<file path="src/rtl/alu_exec_unit.sv">
// rtl/alu_exec_unit.sv - ALU execute stage: single-cycle logic/arith, 32-cycle iterative MUL/DIV
// Holds result and flags in DONE until the writeback consumer takes them.
module alu_exec_unit #(
  parameter int WIDTH = 32,
  parameter int CNT_W = 5
) (
  input  logic             clk,
  input  logic             rst_n,
  input  logic             in_valid,
  output logic             in_ready,
  input  logic [3:0]       sel,
  input  logic [WIDTH-1:0] data_I,
  input  logic [WIDTH-1:0] data_II,
  output logic             out_valid,
  input  logic             out_ready,
  output logic [WIDTH-1:0] result,
  output logic [WIDTH-1:0] result_hi,
  output logic             flag_zero,
  output logic             flag_carry,
  output logic             flag_ovf,
  output logic             flag_dz,
  output logic             flag_ill
);

  typedef enum logic [1:0] {S_IDLE, S_MUL, S_DIV, S_DONE} state_t;

  state_t             r_state, w_next;
  logic [CNT_W-1:0]   r_cnt;
  logic [2*WIDTH-1:0] r_prod;
  logic [WIDTH-1:0]   r_opnd;
  logic [WIDTH-1:0]   r_rem;
  logic [WIDTH-1:0]   r_quo;
  logic [WIDTH-1:0]   r_result, r_result_hi;
  logic               r_zero, r_carry, r_ovf, r_dz, r_ill;

  logic               w_accept, w_is_mul, w_is_div, w_last;
  logic [WIDTH:0]     w_add;
  logic [WIDTH-1:0]   w_sub;
  logic [WIDTH-1:0]   w_res, w_res_hi;
  logic               w_zero, w_carry, w_ovf, w_dz, w_ill;
  logic [WIDTH:0]     w_mul_sum;
  logic [2*WIDTH-1:0] w_prod_nx;
  logic [WIDTH:0]     w_rem_sh, w_diff;
  logic [WIDTH-1:0]   w_rem_nx, w_quo_nx;

  assign in_ready   = (r_state == S_IDLE);
  assign out_valid  = (r_state == S_DONE);
  assign result     = r_result;
  assign result_hi  = r_result_hi;
  assign flag_zero  = r_zero;
  assign flag_carry = r_carry;
  assign flag_ovf   = r_ovf;
  assign flag_dz    = r_dz;
  assign flag_ill   = r_ill;

  assign w_accept = in_valid && (r_state == S_IDLE);
  assign w_is_mul = (sel == 4'b0010);
  assign w_is_div = (sel == 4'b0011) && (data_II != '0);
  assign w_last   = (r_cnt == CNT_W'(WIDTH-1));

  // Shift-add multiply: conditionally add multiplicand into the high half, then shift right
  assign w_mul_sum = {1'b0, r_prod[2*WIDTH-1:WIDTH]} + (r_prod[0] ? {1'b0, r_opnd} : '0);
  assign w_prod_nx = {w_mul_sum, r_prod[WIDTH-1:1]};

  // Restoring divide: dividend bits shift out of r_quo while quotient bits shift in
  assign w_rem_sh = {r_rem, r_quo[WIDTH-1]};
  assign w_diff   = w_rem_sh - {1'b0, r_opnd};
  assign w_rem_nx = w_diff[WIDTH] ? w_rem_sh[WIDTH-1:0] : w_diff[WIDTH-1:0];
  assign w_quo_nx = {r_quo[WIDTH-2:0], ~w_diff[WIDTH]};

  assign w_add = {1'b0, data_I} + {1'b0, data_II};
  assign w_sub = data_I - data_II;

  always_comb begin
    w_res    = '0;
    w_res_hi = '0;
    w_carry  = 1'b0;
    w_ovf    = 1'b0;
    w_dz     = 1'b0;
    w_ill    = 1'b0;
    case (sel)
      4'b0000: begin
        w_res   = w_sub;
        w_carry = (data_I < data_II);
        w_ovf   = (data_I[WIDTH-1] != data_II[WIDTH-1]) && (w_sub[WIDTH-1] != data_I[WIDTH-1]);
      end
      4'b0001: begin
        w_res   = w_add[WIDTH-1:0];
        w_carry = w_add[WIDTH];
        w_ovf   = (data_I[WIDTH-1] == data_II[WIDTH-1]) && (w_add[WIDTH-1] != data_I[WIDTH-1]);
      end
      4'b0011: begin
        w_res    = '1;
        w_res_hi = data_I;
        w_dz     = 1'b1;
      end
      4'b0100: w_ill = 1'b1;
      4'b0101: w_res = data_I & data_II;
      4'b0110: w_res = data_I | data_II;
      4'b0111: w_res = ~(data_I & data_II);
      4'b1000: w_res = ~(data_I | data_II);
      4'b1001: w_res = data_I ^ data_II;
      4'b1010: w_res = ~(data_I ^ data_II);
      4'b1011: w_res = ~data_I;
      4'b1100: w_res = {{(WIDTH-1){1'b0}}, (|data_I) && (|data_II)};
      4'b1101: w_res = {{(WIDTH-1){1'b0}}, (|data_I) || (|data_II)};
      4'b1110: w_res = data_I << data_II[CNT_W-1:0];
      4'b1111: w_res = data_I >> data_II[CNT_W-1:0];
      default: w_res = '0;
    endcase
    w_zero = (w_res == '0);
  end

  always_ff @(posedge clk or negedge rst_n) begin
    if (!rst_n) r_state <= S_IDLE;
    else        r_state <= w_next;
  end

  always_comb begin
    w_next = r_state;
    case (r_state)
      S_IDLE: if (w_accept) w_next = w_is_mul ? S_MUL : (w_is_div ? S_DIV : S_DONE);
      S_MUL:  if (w_last) w_next = S_DONE;
      S_DIV:  if (w_last) w_next = S_DONE;
      S_DONE: if (out_ready) w_next = S_IDLE;
      default: w_next = S_IDLE;
    endcase
  end

  always_ff @(posedge clk or negedge rst_n) begin
    if (!rst_n) begin
      r_cnt       <= '0;
      r_prod      <= '0;
      r_opnd      <= '0;
      r_rem       <= '0;
      r_quo       <= '0;
      r_result    <= '0;
      r_result_hi <= '0;
      r_zero      <= 1'b0;
      r_carry     <= 1'b0;
      r_ovf       <= 1'b0;
      r_dz        <= 1'b0;
      r_ill       <= 1'b0;
    end else begin
      case (r_state)
        S_IDLE: if (w_accept) begin
          r_cnt <= '0;
          if (w_is_mul) begin
            r_prod <= {{WIDTH{1'b0}}, data_II};
            r_opnd <= data_I;
          end else if (w_is_div) begin
            r_rem  <= '0;
            r_quo  <= data_I;
            r_opnd <= data_II;
          end else begin
            r_result    <= w_res;
            r_result_hi <= w_res_hi;
            r_zero      <= w_zero;
            r_carry     <= w_carry;
            r_ovf       <= w_ovf;
            r_dz        <= w_dz;
            r_ill       <= w_ill;
          end
        end
        S_MUL: begin
          r_prod <= w_prod_nx;
          r_cnt  <= r_cnt + 1'b1;
          if (w_last) begin
            r_result    <= w_prod_nx[WIDTH-1:0];
            r_result_hi <= w_prod_nx[2*WIDTH-1:WIDTH];
            r_zero      <= (w_prod_nx == '0);
            {r_carry, r_ovf, r_dz, r_ill} <= 4'b0;
          end
        end
        S_DIV: begin
          r_rem <= w_rem_nx;
          r_quo <= w_quo_nx;
          r_cnt <= r_cnt + 1'b1;
          if (w_last) begin
            r_result    <= w_quo_nx;
            r_result_hi <= w_rem_nx;
            r_zero      <= (w_quo_nx == '0);
            {r_carry, r_ovf, r_dz, r_ill} <= 4'b0;
          end
        end
        default: ;
      endcase
    end
  end

endmodule

</file>
<file path="config.mk">
export PLATFORM = sky130hd
export DESIGN_NAME = alu_exec_unit
export DESIGN_NICKNAME = d
export VERILOG_FILES = /design/src/rtl/alu_exec_unit.sv
export SDC_FILE = /design/constraint.sdc
export NUM_CORES = 1
export LEC_CHECK = 0
export ABC_AREA = 1
export CORE_MARGIN = 4
export CORE_UTILIZATION = 48
export DETAILED_ROUTE_END_ITERATION = 16
export PLACE_DENSITY = 0.66
export SLEW_MARGIN = 20
export SYNTH_ARGS = -nofsm -noshare
export SYNTH_HDL_FRONTEND = slang
export SYNTH_SLANG_ARGS = --single-unit
</file>
<file path="constraint.sdc">
create_clock -name clk -period 8 [get_ports clk]
set_clock_uncertainty 0.05 [all_clocks]
set_input_delay 1.6 -clock clk [delete_from_list [all_inputs] [get_ports clk]]
set_output_delay 1.6 -clock clk [all_outputs]
set_load 0.02 [all_outputs]
</file>
# Word-level counts from Yosys, hierarchy flattened
# Index checks and enable logic that the tools add are counted.
# op_classes
n_addsub	5
n_mul	0
div	0
n_lt_le_gt_ge	1
n_eq_ne	32
shift	2
muxes	64
n_bitwise	8
n_reduce_logical	27
# op_table
cell	count
2-to-1 mux 32 bit	21
case mux 32 bit (14 select lines)	1
case mux 32 bit (3 select lines)	2
2-to-1 mux 64 bit	2
NOT 32 bit	4
case mux 32 bit (2 select lines)	2
case mux 64 bit (2 select lines)	1
adder 32 x 32 -> 33 bit	2
logical NOT 32 bit	2
logical NOT 64 bit	1
OR reduction 32 bit	2
subtractor 33 x 32 -> 33 bit	1
bitwise AND 32 bit	1
equality test 4 bit (second input constant)	8
< comparator 32 bit	1
bitwise OR 32 bit	1
nonzero test 32 bit	1
left shift 32 x 5 -> 32 bit	1
right shift 32 x 5 -> 32 bit	1
subtractor 32 bit	1
bitwise XOR 32 bit	1
2-to-1 mux 1 bit	21
equality test 4 x 3 -> 1 bit (second input constant)	4
case mux 1 bit (2 select lines)	6
other kinds (28)	51
# totals
ff_bits	236
latch_bits	0
ram_bits	0
mem_bits_ro	0
in_bits	72
output_inout_bits	71
word_cells	152
mem_count	0

# Logic depth before layout (Yosys ltp)
# depth
word_depth	8
ltp_mapped	25
mapped_depth_nobuf	23

# Worst setup path after synthesis
# No wires, ideal clock.
# synth_timing
kind	input-to-reg
from	input port data_II[3]
to	register r_zero, in the netlist flag_zero
setup_time_ns	0.065
arrival_time_ns	4.049
required_ns	7.885
path_slack_ns	3.836
path_stages	25
n_path_buf	4
cell_sequence	buf_2 -> inv_2 -> buf_2 -> clkbuf_1 -> ha_1 -> buf_2 -> inv_1 -> nand2_1 -> nand2_1 -> nand2_1 -> nand3_1 -> nand2_1 -> nand3_1 -> nand2_1 -> nand3_1 -> nand3_1 -> nor2_1 -> nand2_1 -> nor2_1 -> nand2_1 -> nor2_1 -> nand3_1 -> nand2_1 -> nand2_1 -> nand2_1
# synth_via
elab_chain_len	8
elab_cells_between_ends	23
classes_between	add/sub: 2; eq/ne: 1; shift: 2; mux: 5; bitwise: 6; reduce/logical: 7
# synth_lines
element	line_no	source
from (decl)	13	input logic [WIDTH-1:0] data_II,
parallel branches: the longest is 8 deep, another holds adder 32 x 32 -> 33 bit	-	
to (signal assigned)	158	r_zero <= w_zero;
to (signal assigned)	171	r_zero <= (w_prod_nx == '0);
to (signal assigned)	182	r_zero <= (w_quo_nx == '0);
to (decl)	34	logic r_zero, r_carry, r_ovf, r_dz, r_ill;
# Parallel ways; which one is timed is not known. The select of a mux whose other input is x is not followed.
# A chain may end at the register's enable or synchronous reset.

# Worst setup path in the final report
# layout_timing
from	input port data_I[2]
to	register r_zero, in the netlist flag_zero
# layout_via
elab_chain_len	8
elab_cells_between_ends	20
classes_between	add/sub: 2; shift: 2; mux: 5; bitwise: 7; reduce/logical: 4
# layout_lines
element	line_no	source
from (decl)	12	input logic [WIDTH-1:0] data_I,
parallel branches: the longest is 2 deep, another holds adder 32 x 32 -> 33 bit	-	
case mux 32 bit (14 select lines) (*)	81	case (sel)
logical NOT 32 bit (*)	111	w_zero = (w_res == '0);
2-to-1 mux 1 bit (*)	151	end else if (w_is_div) begin
2-to-1 mux 1 bit (*)	148	if (w_is_mul) begin
2-to-1 mux 1 bit (*)	146	S_IDLE: if (w_accept) begin
case mux 1 bit (3 select lines) (*)	145	case (r_state)
# Every way passes the cells marked *. The select of a mux whose other input is x is not followed.

==> flow_metrics.env <==
export IMPL_maxCapViolations=0
export IMPL_htree_levels=1
export IMPL_cts_buffer_depth=3
export IMPL_clock_sinks=236
export IMPL_die_y_um=246
export IMPL_cts_tree="done"
export IMPL_ys_types=49
export IMPL_synth_edf_count=0
export IMPL_syn_nets=4975
export IMPL_num_fill_cells=6121
export IMPL_setup_viol=0
export IMPL_tightestPinTransition_ns=1.13
export IMPL_finalCritPeriodShare_pct=68.5
export IMPL_synthTopCellsByArea="dfrtp_1 22%, nand2_1 21%, nand3_1 11%, inv_1 8.2%, ha_1 7.7%"
export IMPL_grt_use_total_pct=43.3
export IMPL_synthFlopType="dfrtp_1"
export IMPL_cts_root_buf="clkbuf_16"
export IMPL_required_ns=8.46
export IMPL_avgRoutedWirePerCell_um=24.7
export IMPL_row_count=87
export IMPL_regToRegStartpoint="r_quo[31]"
export IMPL_layout_min_cycle_time_ns=5.48
export IMPL_stdcell_area_um2=30000
export IMPL_timing_hold_ws_ns=0.428
export IMPL_synth_top_cell_by_area="dfrtp_1"
export IMPL_place_gp_congestion=1.16
export IMPL_slew_violations=0
export IMPL_endpoint_kind="flop"
export IMPL_r2r_end="result_hi[31]"
export IMPL_start_util_pct=48.4
export IMPL_worstRegToRegCells=18
export IMPL_fin_ws_ns=2.52
export IMPL_synth_area_um2=27300
export IMPL_outcome="completed"
export IMPL_die_w_um=246
export IMPL_fin_setup_tns_ns=0
export IMPL_drive_above_1_share_pct=3.64
export IMPL_synth_top_area_share_pct=21.7
export IMPL_drc=0
export IMPL_min_from="flag_carry"
export IMPL_ys_seq_elements=236
export IMPL_grt_max_degree=150
export IMPL_worst_slew_margin_rel_pct=24.7
export IMPL_final_nets=5007
export IMPL_multiInputGateArea_um2=18200
export IMPL_grt_pass1_vias=29700
export IMPL_grt_pass1_wl_mm=195
export IMPL_rsz0062_at_grt="no"
export IMPL_ff2ff_setup_slack_ns=3.71
export IMPL_pin_count=143
export IMPL_ys_seq_area_share_pct=21.7
export IMPL_whs_endpoint="flag_carry"
export IMPL_antenna_found_initial=5
export IMPL_viasPerCell=5.96
export IMPL_worstPathMaxFanout=12
export IMPL_p_leak_nw=15.5
export IMPL_core_region_area_um2=56300
export IMPL_synthArstFlopShare_pct=100
export IMPL_place_ws_ns=2.17
export IMPL_wl_mm=137
export IMPL_max_freq_mhz=182
export IMPL_io_buffers=142
export IMPL_power_mw=10.1
export IMPL_holdCritPathClass="flop to flop"
export IMPL_critPathKind="input port to flop"
export IMPL_dp_final_hpwl_mm=107
export IMPL_ctsResizeCount=0
export IMPL_start_kind="input port"
export IMPL_final_hold_violation_count=0
export IMPL_holdPathStages=1
export IMPL_arrival_ns=5.94
export IMPL_antenna_left=0
export IMPL_seq_area_um2=5910
export IMPL_powerDensity_nw_per_um2=335
export IMPL_dieArea_um2=60700
export IMPL_clk_pin_slew_ns=0.08
export IMPL_place_area_um2=29200
export IMPL_drt_initial_drc_count=4487
export IMPL_ctsHoldBuffers=0
export IMPL_insertion_delay_ns=0.57
export IMPL_syn_area_per_cell_um2=5.76
export IMPL_area_delta_synth_final_pct=10.2
export IMPL_synth_warnings=0
export IMPL_peakVddDrop_uv=450
export IMPL_cts_buffers=25
export IMPL_num_vias=33000
export IMPL_grt_ovfl_total=0
export IMPL_cts_setup_buffers=0
export IMPL_syn_instance_count=4731
export IMPL_drt_pass1_iter_count=7
how the worst max path moves through the flow:
stage	slack, ns	start	end	depth (start not counted)
final	2.52	data_I[2]	flag_zero	19
after global routing	2.38	data_II[0]	flag_zero	20
after CTS	2.75	data_II[0]	flag_zero	21
after detailed placement	2.17	data_II[0]	flag_zero	21
after global placement	2.18	data_I[2]	flag_zero	21
after floorplan	3.84	data_II[3]	flag_zero	25
cells in the final DEF (no fill, tap or decap), drive strengths merged:
| cell | instances |
|---|---|
| o21a | 7 |
| buf | 68 |
| nor2 | 455 |
| a21oi | 206 |
| a21boi | 35 |
| o211ai | 35 |
| nand4 | 73 |
| clkinv | 7 |
| diode | 2 |
| a22o | 15 |
| clkdlybuf4s50 | 138 |
| bufinv | 2 |
| xnor2 | 23 |
| o21ai | 274 |
| nand3b | 16 |
| and2 | 6 |
| a21o | 7 |
| xor2 | 11 |
| o31ai | 2 |
| nor3 | 34 |
| and3 | 4 |
| a22oi | 3 |
| o22ai | 22 |
| a31oi | 58 |
| nand2 | 1546 |
| a211oi | 7 |
| fa | 4 |
| or2 | 41 |
| nor4 | 6 |
| nand3 | 610 |
| o31a | 1 |
| ha | 168 |
| o221ai | 1 |
| clkbuf | 35 |
| inv | 609 |
| o21bai | 13 |
| dfrtp | 236 |
sequential cells by signal (all words and copies together), names as in the netlist:
| signal | cells |
|---|---|
| r_rem | 32 |
| result | 32 |
| r_quo | 32 |
| flag_ovf | 1 |
| result_hi | 32 |
| r_prod | 64 |
| r_opnd | 32 |
| flag_dz | 1 |
| flag_carry | 1 |
| r_cnt | 5 |
| flag_ill | 1 |
| flag_zero | 1 |
| r_state | 2 |
stage by stage:
step	utilization, %	instances
after floorplan	-	4731
after global placement	51.9	5492
after detailed placement	51.9	5492
after CTS	53.4	5534
after global routing	53.4	5535
final	53.4	5536
power breakdown:
group | switching [mW] | leakage [nW] | internal (mW) | total, mW
logic | 4.50 | 12.2 | 2.12 | 6.61
registers | 0.476 | 2.89 | 1.76 | 2.24
clock network | 0.527 | 0.399 | 0.683 | 1.21
total | 5.50 | 15.5 | 4.56 | 10.1
cell type report:
type | instances | area share (%)
diodes | 2 | 0.0167
clock buffers | 35 | 2.37
clock inverters | 7 | 0.308
inverters | 611 | 7.64
multi-input cells | 3683 | 60.5
flip-flops and latches | 236 | 19.7
well taps | 756 | 3.15
repair buffers | 206 | 6.34
worst max-delay path: stages:
cell	delay [ns]
clkdlybuf4s50_1	0.99
inv_1	0.30
ha_1	0.69
inv_1	0.08
nand2_1	0.07
nand2_1	0.06
nand2_1	0.06
nand3_1	0.21
o21ai_0	0.37
nand3_1	0.13
nor2_1	0.35
nand2_1	0.11
nor2_1	0.17
nand3_1	0.09
nor2_1	0.28
nand3_1	0.13
nand2_1	0.09
nand2_1	0.05
nand2_1	0.09
metal layers:
layer	vias to the layer above	part of all wire, %	GRT usage [%]
met2	2073	42	64.6
met1	15100	38	56.4
met4	4	9.7	33.2
met5	-	0.020	0
li1	15400	-	-
met3	427	10	6.13
cells in the mapped netlist, types with 7 or more instances:
cell      instances
o21bai_1         13
a31oi_1          58
buf_4            17
nand2_1        1531
ha_1            168
nand2_2          13
buf_1            27
o211ai_1         35
inv_1           593
nand3b_1         16
a22o_1           15
nor2_1          445
xnor2_1          23
buf_2            66
nor3_1           33
o21ai_0         265
nand3_1         609
nand4_1          73
a21boi_1         32
dfrtp_1         236
inv_2            15
o21a_1            7
or2_0            28
clkbuf_1         86
or2_2            13
o22ai_1          22
a21o_1            7
xor2_1           11
a211oi_1          7
nor2_2           10
a21oi_1         204
logic make-up after synthesis:
family | synth area share [%]
adder cells (fa/ha/maj) | 8.00
XOR/XNOR | 1.09
buffers and inverters | 11.9
AO/OA/AOI/OAI | 14.3
flip-flops | 21.7
AND/OR/NAND/NOR | 43.1
Power figures use the tool's default switching activity.
